**src/rtl/quad_enc_decoder.sv**
```systemverilog
// Quadrature encoder front end: synchronizes and filters A/B/index, then decodes
// Gray-code steps into registered count-enable, direction, index-clear and error outputs.
module quad_enc_decoder #(
   parameter int unsigned StableN = 4
) (
   input  logic clk_i,
   input  logic rst_i,
   input  logic a_i,
   input  logic b_i,
   input  logic idx_i,
   input  logic en_idx_i,
   input  logic err_clr_i,
   output logic en_o,
   output logic up_o,
   output logic syn_clr_o,
   output logic err_o
);

   localparam int unsigned CntW  = (StableN > 1) ? $clog2(StableN) : 1;
   localparam int unsigned InitW = $clog2(StableN + 3);

   typedef enum logic [2:0] {StInit, St00, St10, St11, St01} state_e;

   // Channel order in the vectors: [0]=A, [1]=B, [2]=index.
   logic [2:0]      raw;
   logic [2:0]      sync1_q, sync2_q;
   logic [2:0]      filt_q, filt_d;
   logic [CntW-1:0] cnt_q [3];
   logic [CntW-1:0] cnt_d [3];

   assign raw = {idx_i, b_i, a_i};

   always_ff @(posedge clk_i or posedge rst_i) begin
      if (rst_i) begin
         sync1_q <= '0;
         sync2_q <= '0;
         filt_q  <= '0;
         for (int i = 0; i < 3; i++) cnt_q[i] <= '0;
      end else begin
         sync1_q <= raw;
         sync2_q <= sync1_q;
         filt_q  <= filt_d;
         for (int i = 0; i < 3; i++) cnt_q[i] <= cnt_d[i];
      end
   end

   always_comb begin
      for (int i = 0; i < 3; i++) begin
         filt_d[i] = filt_q[i];
         cnt_d[i]  = '0;
         if (sync2_q[i] != filt_q[i]) begin
            if (32'(cnt_q[i]) + 32'd1 >= StableN) begin
               filt_d[i] = sync2_q[i];
            end else begin
               cnt_d[i] = cnt_q[i] + CntW'(1);
            end
         end
      end
   end

   function automatic logic [1:0] state_ab(state_e s);
      case (s)
         St10:    return 2'b10;
         St11:    return 2'b11;
         St01:    return 2'b01;
         default: return 2'b00;
      endcase
   endfunction

   function automatic state_e ab_state(logic [1:0] ab);
      case (ab)
         2'b00:   return St00;
         2'b10:   return St10;
         2'b11:   return St11;
         default: return St01;
      endcase
   endfunction

   // Successor of {A,B} in the up direction: 00 -> 10 -> 11 -> 01 -> 00.
   function automatic logic [1:0] fwd_ab(logic [1:0] ab);
      case (ab)
         2'b00:   return 2'b10;
         2'b10:   return 2'b11;
         2'b11:   return 2'b01;
         default: return 2'b00;
      endcase
   endfunction

   state_e           state_q;
   logic [InitW-1:0] init_cnt_q;
   logic             en_q, up_q, syn_clr_q, err_q, idx_prev_q;
   logic [1:0]       cur_ab, new_ab;
   logic             step_fwd, step_rev, idx_rise;

   assign cur_ab   = state_ab(state_q);
   assign new_ab   = {filt_q[0], filt_q[1]};
   assign step_fwd = (new_ab == fwd_ab(cur_ab));
   assign step_rev = (cur_ab == fwd_ab(new_ab));
   assign idx_rise = filt_q[2] & ~idx_prev_q;

   always_ff @(posedge clk_i or posedge rst_i) begin
      if (rst_i) begin
         state_q    <= StInit;
         init_cnt_q <= '0;
         en_q       <= 1'b0;
         up_q       <= 1'b1;
         syn_clr_q  <= 1'b0;
         err_q      <= 1'b0;
         idx_prev_q <= 1'b0;
      end else begin
         en_q       <= 1'b0;
         syn_clr_q  <= 1'b0;
         idx_prev_q <= filt_q[2];
         // A later err_q <= 1 in this block overrides the clear.
         if (err_clr_i) err_q <= 1'b0;
         if (state_q == StInit) begin
            init_cnt_q <= init_cnt_q + InitW'(1);
            if (32'(init_cnt_q) == StableN + 32'd2) state_q <= ab_state(new_ab);
         end else begin
            syn_clr_q <= idx_rise & en_idx_i;
            if (new_ab != cur_ab) begin
               state_q <= ab_state(new_ab);
               if (step_fwd) begin
                  en_q <= 1'b1;
                  up_q <= 1'b1;
               end else if (step_rev) begin
                  en_q <= 1'b1;
                  up_q <= 1'b0;
               end else begin
                  err_q <= 1'b1;
               end
            end
         end
      end
   end

   assign en_o      = en_q;
   assign up_o      = up_q;
   assign syn_clr_o = syn_clr_q;
   assign err_o     = err_q;

endmodule
```
**config.mk**
```make
export PLATFORM = sky130hd
export DESIGN_NAME = quad_enc_decoder
export DESIGN_NICKNAME = d
export VERILOG_FILES = /design/src/rtl/quad_enc_decoder.sv
export SDC_FILE = /design/constraint.sdc
export NUM_CORES = 1
export LEC_CHECK = 0
export CORE_ASPECT_RATIO = 0.75
export CORE_UTILIZATION = 55
export CTS_BUF_LIST = sky130_fd_sc_hd__clkbuf_4 sky130_fd_sc_hd__clkbuf_8 sky130_fd_sc_hd__clkbuf_16
export DETAILED_ROUTE_END_ITERATION = 6
export GPL_TIMING_DRIVEN = 1
export PLACE_DENSITY = 0.77
export SETUP_SLACK_MARGIN = 0.3
export SYNTH_ARGS = -nofsm -noshare
export SYNTH_HDL_FRONTEND = slang
export SYNTH_SLANG_ARGS = --single-unit
```
**constraint.sdc**
```tcl
create_clock -name clk_i -period 1.7 [get_ports clk_i]
set_input_delay 0.255 -clock clk_i [delete_from_list [all_inputs] [get_ports clk_i]]
set_output_delay 0.255 -clock clk_i [all_outputs]
set_load 0.05 [all_outputs]
```
==> reports/metrics.csv <==
stage,metric,value,unit
run_status,status,finished with violations,
run_status,violated checks,design-rule violations,
place,Post-DP HPWL,1460,um
sta,worst hold slack,0.254,ns
routing,vias per cell,5.71,
routing,WL final,2410,um
hold_path,worst hold path class,input port to asynchronous set/reset pin,
layout,fin area,0.00158,mm2
sta,Tcrit/Tclk final,0.969,
layout,share of layout cells above drive strength 1,0.429,
sta,Setup Viol. Count Final,0,
pwr,NetSw,1.28,mW
synth,fraction of registers with async set/reset,1.00,
grt,first-pass GRT wire length,4180,um
critical_path,CP max stage delay,0.47,ns
pwr,Gate power share,0.542,
critical_path,"Slowest-stage cell, CP",dfrtp_2,
place,placer's final routability congestion estimate,0.760,
sta,Rel. slew slack,0.741,
cts,Sink Count,26,
critical_path,RR Endpoint,err_o,
critical_path,startpoint types,flop,
synth,synthesized flop and latch total,26,
synth,Synth top area share,0.508,
pwr,P per Cell Area,2090,mW/mm2
critical_path,crit path kind,flop to flop,
floorplanning,Die Height,43.0,um
sta,Final Skew,0.00158,ns
synth,post-synthesis cell count,99,
routing,drt wl/cell,16.0,um
routing,Vias,856,
critical_path,CP top delay family,simple AND/OR/NAND/NOR gates,
pwr,Int Power,2.02,mW
synth,Synth Cell Area,0.00123,mm2
cts,CTS tree,done,
sta,Slew @ Worst Pin,0.386,ns
routing,DR pass1 iterations,6,
routing,# DRC,2,
pwr,Leakage,0.717,nW
layout,Synth-to-Final Area Change,27.9,%
run,Max-Cap Viols,0,
grt,vias in the first global route,931,
critical_path,RR Startpoint,state_q[1],
sta,Final min period,1.65,ns
pwr,post-layout total power,3.29,mW
sta,Max Transition Viols Final,0,
layout,utilization after layout,0.763,
synth,Synth cell types,35,
critical_path,Buf/Inv on CP,1,
floorplanning,Die Area,0.00244,mm2
sta,f_max,607,MHz
cts,CTS Root Cell,clkbuf_4,
layout,Ant. Diodes,0,
synth,Synth Net Count,115,
sta,final worst-path setup slack,0.0519,ns
place,DP Worst Slack,-0.0245,ns
critical_path,CP Cell Sequence,buf_4 > or3b_4 > or3b_4 > a31oi_2 > o32ai_2,
floorplanning,Initial Utilization,0.596,
cts,CTS Buf Count,3,
sta,RSZ-0062 raised after global routing,yes,
critical_path,WP data arrival,1.89,ns
grt,initial antenna violation count,0,
cts,clk_lat worst skew,0.32,ns
layout,"commonest non-fill, non-tap cells in the layout","20 x dfrtp_1, 18 x buf_4, 8 x ha_1",
critical_path,"Data required, critical path",1.94,ns
pwr,"IR drop worst, VDD",1060,uV
pwr,Sw Share,0.387,
critical_path,largest driver fanout on the critical path,4,
synth,number of synthesized flops with an enable pin,0,
synth,leading area contributor after synthesis,dfrtp_1,
critical_path,Reg2Reg Depth,5,
floorplanning,Ports,11,
sta,final hold violations,0,
layout,"most common cell after layout, fill and taps aside",dfrtp_1,
critical_path,critical path's most frequent cell,or3b_4,
pwr,sequential share of power,0.330,
floorplanning,DIE WIDTH,56.7,um
grt,global route overflow,0,
synth,post-synthesis sequential area ratio,0.529,
pwr,power share of the clock group,0.128,
floorplanning,core footprint,0.00207,mm2
cts,maximum clock path buffer count,2,
routing,starting DRC count in detailed routing,27,
critical_path,crit end category,flop,
synth,Synth Area per Inst,12.4,um2
place,Port-buffer cells,10,
grt,largest net degree at the start of global routing,27,
routing,final antenna-violating net count,0,
layout,Final Net Count,143,
grt,Total Routing Usage GR,0.235,
critical_path,R2R Setup Slk,0.05,ns
place,Placed Area,0.00140,mm2
synth,yosys warns,0,
synth,Post-synth top flop,dfrtp_1,
cts,clock-pin slew on the worst setup and hold paths,0.14,ns
synth,"top cells by area, synth","dfrtp_1 51%, ha_1 9.1%, xnor2_1 4.3%",
floorplanning,Core Rows,14,
cts,H-tree depth,1,
metrics by stage:
stage,TNS [ns],instances
after CTS,0,149
after global placement,0,136
after floorplan,0,99
after global routing,0,150
final,0,150
after detailed placement,-0.0322,136
per-layer routing:
layer	GRT usage	wire length, um	up-vias
met1	0.299	1090	434
li1	-	-	403
met4	0.110	36	0
met3	0.0671	72	4
met5	0	0	-
met2	0.376	1200	15
kinds of logic after synthesis:
family,Yosys count,share of synthesized area
AOI/OAI and AO/OA,19,0.135
xor gates and xnor gates,6,0.0426
adders and majority gates,9,0.0914
buffers and inverters,10,0.0386
DFF,26,0.529
muxes,5,0.0447
and+or+nand+nor,24,0.119
synth_stat cells, types with 3 or more instances:
| cell type | instances |
|---|---|
| nor3_1 | 4 |
| nand2_1 | 5 |
| inv_1 | 7 |
| a21oi_1 | 3 |
| nor2b_1 | 4 |
| dfrtp_1 | 25 |
| ha_1 | 9 |
| xnor2_1 | 6 |
worst max path at each step:
| stage | startpoint | end | slack (ns) | depth (start not counted) |
|---|---|---|---|---|
| floorplan | state_q[0] | en_o | 0.22 | 5 |
| finish | state_q[1] | err_o | 0.05 | 5 |
| global route | state_q[1] | err_o | 0.003 | 5 |
| CTS | filt_q[1] | state_q[1] | 0.09 | 5 |
| detailed placement | state_q[1] | state_q[2] | -0.02 | 4 |
| global placement | state_q[1] | state_q[1] | 0.04 | 4 |
repair_timing:
action / 4_1_cts / 5_1_grt
pin swaps: 5 / 2
hold buffers: 0 / 0
buffers inserted: 9 / 1
gates resized for setup: 9 / 8
endpoints found under the setup margin: 6 / 8
worst reg2reg max path, delay by kind of cell, from the launching register on:
family,cells,cell delay (ns)
simple gates,2,0.65
compound gates,2,0.31
buf+inv,1,0.15
flops,1,0.47
sequential cells by signal, summed over array words and instances (netlist names):
register / count
state_q: 3
filt_q: 3
en_o: 1
err_o: 1
sync2_q: 3
sync1_q: 3
up_o: 1
syn_clr_o: 1
idx_prev_q: 1
cnt_q: 6
init_cnt_q: 3
power groups by stage:
stage / logic (mW) / registers, mW / clock network (mW)
final: 1.78 / 1.09 / 0.423
after global routing: 1.93 / 1.11 / 0.463
after CTS: 1.65 / 1.07 / 0.433
after detailed placement: 1.40 / 1.10 / 0
after global placement: 1.36 / 1.08 / 0
after floorplan: 1.05 / 1.13 / 0
layout make-up:
cell class	instances	area [um2]
clock buffer	3	22.5
sequential	26	658
multi-input combinational	63	592
tap	24	30.0
clock inverter	1	30.0
timing repair buffer	26	218
inverter	7	26.3
fill	135	490
Note: power is estimated with default switching activity, not from simulation.
